[config.mk]
export PLATFORM = sky130hd
export DESIGN_NAME = bcd_updown_counter_nd
export DESIGN_NICKNAME = d
export VERILOG_FILES = /design/src/rtl/bcd_updown_counter_nd.sv
export SDC_FILE = /design/constraint.sdc
export NUM_CORES = 1
export LEC_CHECK = 0
export ABC_AREA = 1
export CORE_MARGIN = 3
export CORE_UTILIZATION = 43
export CTS_CLUSTER_DIAMETER = 40
export CTS_CLUSTER_SIZE = 40
export DETAILED_ROUTE_END_ITERATION = 10
export GPL_ROUTABILITY_DRIVEN = 0
export PLACE_DENSITY = 0.76
export SLEW_MARGIN = 20
export SYNTH_ARGS = -nofsm -noshare
export SYNTH_HDL_FRONTEND = slang
export SYNTH_SLANG_ARGS = --single-unit
[constraint.sdc]
create_clock -name i_clk -period 1.7 [get_ports i_clk]
set_input_delay 0.34 -clock i_clk [delete_from_list [all_inputs] [get_ports i_clk]]
set_output_delay 0.34 -clock i_clk [all_outputs]
set_load 0.1 [all_outputs]
[src/rtl/bcd_updown_counter_nd.sv]
// Cascadable multi-digit modulo-RADIX up/down counter with load clamping and auto-reload.
// Latency: one i_clk edge for reset, load, reload and count; o_dc/o_c are combinational from Q, UP and ET.
// Backpressure: none; i_ep/i_et gate counting, and o_c feeds i_et of the next cascaded stage.
//
// Ports:
//   i_clk   rising-edge clock for all state
//   i_rd    synchronous active-high reset (Q <= 0), highest priority
//   i_ld_n  active-low synchronous load of i_d (digits clamped to RADIX-1)
//   i_ep    parallel count enable
//   i_et    trickle count enable; also gates o_c
//   i_up    direction: 1 = up, 0 = down
//   i_rld   auto-reload enable: at terminal, reload clamped i_d instead of wrapping
//   i_d     load/reload value, digit i at i_d[i*DW +: DW]
//   o_q     count value, digit i at o_q[i*DW +: DW], digit 0 least significant
//   o_dc    per-digit terminal flags for the current direction
//   o_c     ripple carry/borrow: i_et & all digits at terminal
module bcd_updown_counter_nd #(
  parameter int DIGITS = 2,
  parameter int RADIX  = 10,
  parameter int DW     = 4
) (
  input  logic                 i_clk,
  input  logic                 i_rd,
  input  logic                 i_ld_n,
  input  logic                 i_ep,
  input  logic                 i_et,
  input  logic                 i_up,
  input  logic                 i_rld,
  input  logic [DIGITS*DW-1:0] i_d,
  output logic [DIGITS*DW-1:0] o_q,
  output logic [DIGITS-1:0]    o_dc,
  output logic                 o_c
);

  // RADIX may equal 2**DW, so the range compare needs one extra bit.
  localparam logic [DW-1:0] MAX_DIGIT = DW'(RADIX - 1);
  localparam logic [DW:0]   RADIX_EXT = (DW+1)'(RADIX);

  if (DIGITS < 1 || RADIX < 2 || RADIX > (1 << DW)) begin : g_bad_params
    $error("bcd_updown_counter_nd: illegal DIGITS/RADIX/DW combination");
  end

  logic [DW-1:0] r_q       [DIGITS];
  logic [DW-1:0] w_d_clamp [DIGITS];
  logic [DW-1:0] w_q_nxt   [DIGITS];
  logic [DIGITS-1:0] w_term;
  // w_lower_term[i] is set when every digit below i sits at its terminal
  // value; it is the per-digit enable of the cascade. Bit DIGITS is "all".
  logic [DIGITS:0]   w_lower_term;
  logic              w_all_term;
  logic              w_ce;
  logic              w_reload;

  assign w_lower_term[0] = 1'b1;

  for (genvar g = 0; g < DIGITS; g++) begin : g_digit
    assign w_term[g] = i_up ? (r_q[g] == MAX_DIGIT) : (r_q[g] == '0);
    assign w_lower_term[g+1] = w_lower_term[g] & w_term[g];
    // Out-of-range load digits saturate so Q never holds an illegal digit.
    assign w_d_clamp[g] = ({1'b0, i_d[g*DW +: DW]} >= RADIX_EXT) ? MAX_DIGIT
                                                                  : i_d[g*DW +: DW];
    assign o_q[g*DW +: DW] = r_q[g];
  end

  assign w_all_term = w_lower_term[DIGITS];
  assign w_ce       = i_ep & i_et & i_ld_n & ~i_rd;
  assign w_reload   = w_ce & i_rld & w_all_term;

  assign o_dc = w_term;
  // Carry ignores EP so a held terminal stage still enables the next stage's
  // trickle input.
  assign o_c  = i_et & w_all_term;

  // Per-digit step, each digit in its own DW-bit arithmetic; wraps at the
  // terminal for the current direction.
  always_comb begin
    for (int i = 0; i < DIGITS; i++) begin
      w_q_nxt[i] = r_q[i];
      if (w_lower_term[i]) begin
        if (i_up) begin
          w_q_nxt[i] = w_term[i] ? '0 : r_q[i] + DW'(1);
        end else begin
          w_q_nxt[i] = w_term[i] ? MAX_DIGIT : r_q[i] - DW'(1);
        end
      end
    end
  end

  always_ff @(posedge i_clk) begin
    for (int i = 0; i < DIGITS; i++) begin
      if (i_rd) begin
        r_q[i] <= '0;
      end else if (!i_ld_n) begin
        r_q[i] <= w_d_clamp[i];
      end else if (w_reload) begin
        r_q[i] <= w_d_clamp[i];
      end else if (w_ce) begin
        r_q[i] <= w_q_nxt[i];
      end
    end
  end

endmodule

Yosys cells after proc, flatten, opt, wreduce, memory -nomap -nowiden
Memories as Yosys holds them, arrays and structs flattened.
Cells that the tools add are included.
{"block": "op_classes", "n_addsub": 4, "order_cmp": 2, "eq_ne": 2, "muxes": 31, "bitwise": 14, "reduce_logical": 2}
{"cell": "$mux W4", "n": 15}
{"cell": "$mux W1", "n": 16}
{"cell": "$add A4 B1 Y4 const B", "n": 2}
{"cell": "$eq A4 B4 Y1 const B", "n": 2}
{"cell": "$ge A4 B4 Y1 const B", "n": 2}
{"cell": "$logic_not A4 Y1", "n": 2}
{"cell": "$sub A4 B1 Y4 const B", "n": 2}
{"cell": "$and A1 B1 Y1", "n": 7}
{"cell": "$or A1 B1 Y1", "n": 6}
{"cell": "$not A1 Y1", "n": 1}
{"block": "word_totals", "regBits": 0, "ram_bits": 8, "in_bits": 15, "n_memories": 1}
{"memory": "r_q", "depth": 2, "width": 4, "rd": 2, "rd_ports_with_merged_regs": 0, "wr": 2, "line": "43", "source": "logic [DW-1:0] r_q [DIGITS];"}

Depth between registers and ports, before layout
{"block": "depth", "ltp_word": 11, "ltp_mapped": 11}

Worst setup path before layout
OpenSTA, ideal clock, no wires.
{"block": "synth_timing", "kind": "reg2out", "startpoint": "memory r_q[1][0]", "endpoint": "output o_c", "t_arrival_ps": 3791, "t_required_ps": 1360, "path_slack_ps": -2431, "stages_incl_launch_ff": 6, "cell_sequence": "edfxtp_1 ha_1 nand3_1 nand2_1 nand2_4 nor3b_1"}
{"element": "start, declared", "line": "43"}
{"element": "end, declared", "line": "32", "source": "output logic o_c"}

==> run summary <==
status -> complete, but fails checks
violated checks -> negative setup slack
number of global-route vias before repair -> 1127
CP required -> 1.36 ns
P_sw -> 507 µW
fill cell count -> 78
combinational power share -> 0.640
final worst slack -> -0.314 ns
Crit Path Max Fanout -> 4
vias per cell -> 5.42
Starting Density -> 0.464
first-pass GRT wire length -> 5.28 mm
Final Hold Vio Count -> 0
sequential cell fraction of total power -> 0.227
grt total ovfl -> 0
htree depth -> 1
CTS Buf Count -> 3
largest registers -> r_q x8
syn avg cell area -> 6.98 µm²
RSZ-0062 raised after global routing -> yes
total power -> 1.14 mW
Yosys reg bits -> 8
Period minus WS final -> 2.01 ns
power per standard cell area -> 627 nW/µm²
proportion of layout cells with a drive suffix above 1 -> 0.515
antenna violations before repair -> 0
synth warn -> 0
gr usage total -> 0.268
Post-Syn Nets -> 156
Final ANT Viol Nets -> 0
switch share -> 0.446
Cell Rows -> 16
Die Width -> 52.5 µm
actual slew at the worst max-slew pin -> 0.368 ns
final-stage net count -> 227
Remaining DRCs -> 0
post-synth top area share -> 0.259
root buf cell -> clkbuf_4
crit path kind -> flip-flop to primary output
Final setup viols -> 11
Clock Pin Slew Worst Setup and Hold Paths -> 0.05 ns
worst vdd ir -> 0.558 mV
I/O pin cnt -> 26
Max clock buf depth -> 2
Cell variety after synth -> 22
Layout Skew -> 0.00115 ns
post-detail-place hpwl -> 2.00 mm
Max Clock Freq -> 0.497 GHz
CTS tree -> done
WL/cell -> 17.4 µm
total negative slack -> -2.54 ns
Post-Syn Area -> 928 µm²
Detailed Routing Iterations Pass 1 -> 4
clk_lat worst skew -> 0.26 ns
clk sinks -> 8
power share of the clock group -> 0.133
Synth area leaders -> edfxtp_1 26%, nand2_1 11%, ha_1 11%, nand3_1 10%, inv_1 8.5%
max-slew violations -> 0
crit start category -> flip-flop
Largest Register -> r_q
Max Cap Viol -> 0
core area -> 2000 µm²
final worst-path cycle share -> 1.18
P&R area growth vs syn -> 95.1%
DRT iter0 DRCs -> 56
port buffer count -> 25
Die H -> 52.5 µm
part of the Yosys area used for sequential elements -> 0.259
Die ar. -> 2750 µm²
Largest register FFs -> 8
ant diodes -> 0
biggest area consumer among synthesized cells -> edfxtp_1
largest net degree at the start of global routing -> 8
Critical Path AT -> 1.67 ns
Synth Instances -> 133
normalized max-slew margin -> 0.752
Hold Crit Class -> primary input to flip-flop
routed wire length -> 4.00 mm
Int Pwr -> 630 µW
vias -> 1241
Crit. End Element -> primary output
P_leak -> 0.862 nW
stage by stage:
| step | setup slack (ns) | instances | hold WS [ns] | area [µm²] | util |
|---|---|---|---|---|---|
| floorplan | -1.07 | 133 | 0.588 | 958 | - |
| global placement | -0.253 | 206 | 0.874 | 1500 | 0.751 |
| detailed placement | -0.263 | 206 | 0.877 | 1500 | 0.751 |
| CTS | -0.276 | 221 | 0.833 | 1680 | 0.838 |
| global route | -0.362 | 229 | 0.864 | 1810 | 0.905 |
| finish | -0.314 | 229 | 0.838 | 1810 | 0.905 |
worst max-delay path: stages, from the launching register on:
cell and delay [ns]:
edfxtp_1 0.49, inv_2 0.13, ha_4 0.14, nand2_2 0.06, nand2_4 0.08, nand2_4 0.08, nor3b_4 0.23, buf_12 0.20
cell families after synthesis:
| logic type | count (synthesis) | share of synthesized area |
|---|---|---|
| compound gates | 18 | 0.109 |
| xor+xnor | 5 | 0.0472 |
| fa+ha+maj | 8 | 0.108 |
| buf+inv | 27 | 0.125 |
| flops | 8 | 0.259 |
| simple gates | 67 | 0.352 |
path summary, 6_finish.rpt:
kind	to	startpoint	cells past startpoint	slack, ns
worst min-delay path	r_q[1][0]	i_d[4]	5	0.84
worst max register to register	r_q[1][3]	r_q[1][0]	12	-0.29
worst min register to register	r_q[1][0]	r_q[1][2]	5	0.92
worst max-delay path	o_c	r_q[1][0]	7	-0.31
cells in the final DEF (no fill, tap or decap), types with 3 or more instances in the layout:
cell type	n
a21oi_1	3
a21oi_2	7
buf_12	11
buf_4	40
clkbuf_4	3
clkdlybuf4s50_1	14
edfxtp_1	8
ha_1	4
ha_4	4
inv_1	14
inv_2	9
nand2_1	22
nand2_2	7
nand2_4	6
nand3_1	11
nand3_2	8
nor2_1	8
o21ai_0	5
xnor2_1	3
timing repair:
action	in CTS	in global routing
setup endpoints to repair	7	15
pin swaps	9	14
hold endpoints to repair	0	0
cloned	1	0
hold buffers	0	0
resized for setup	17	19
buffers inserted	11	8
synthesized netlist by cell type (all sizes together):
cell type,number
nand2,34
ha,8
edfxtp,8
o211ai,1
o22ai,1
nand4,2
nor2,10
xnor2,3
a21oi,10
o21ai,6
or2,1
buf,2
inv,25
nand3,19
xor2,2
nor3b,1
area by class of cell:
cell class,count,area (µm²),share of cell area
well taps,27,33.8,0.0186
multi-input cells,99,732,0.404
flip-flops and latches,8,240,0.133
clock buffers,3,22.5,0.0124
repair buffers,67,683,0.377
inverters,25,100,0.0552
power groups by stage:
stage               logic, mW  registers, mW  clock network (mW)
floorplan               0.216          0.379                   0
global placement        0.562          0.255                   0
finish                  0.728          0.258               0.151
CTS                     0.634          0.254               0.146
global route            0.759          0.260               0.157
detailed placement      0.580          0.256                   0
routing by layer:
metal	GRT usage	share of wire	vias to the layer above
met2	0.483	0.51	75
met3	0.0256	0.063	17
met4	0.183	0.045	0
met1	0.290	0.38	576
li1	-	-	573
met5	0	0	-
Note: power is estimated with default switching activity, not from simulation.
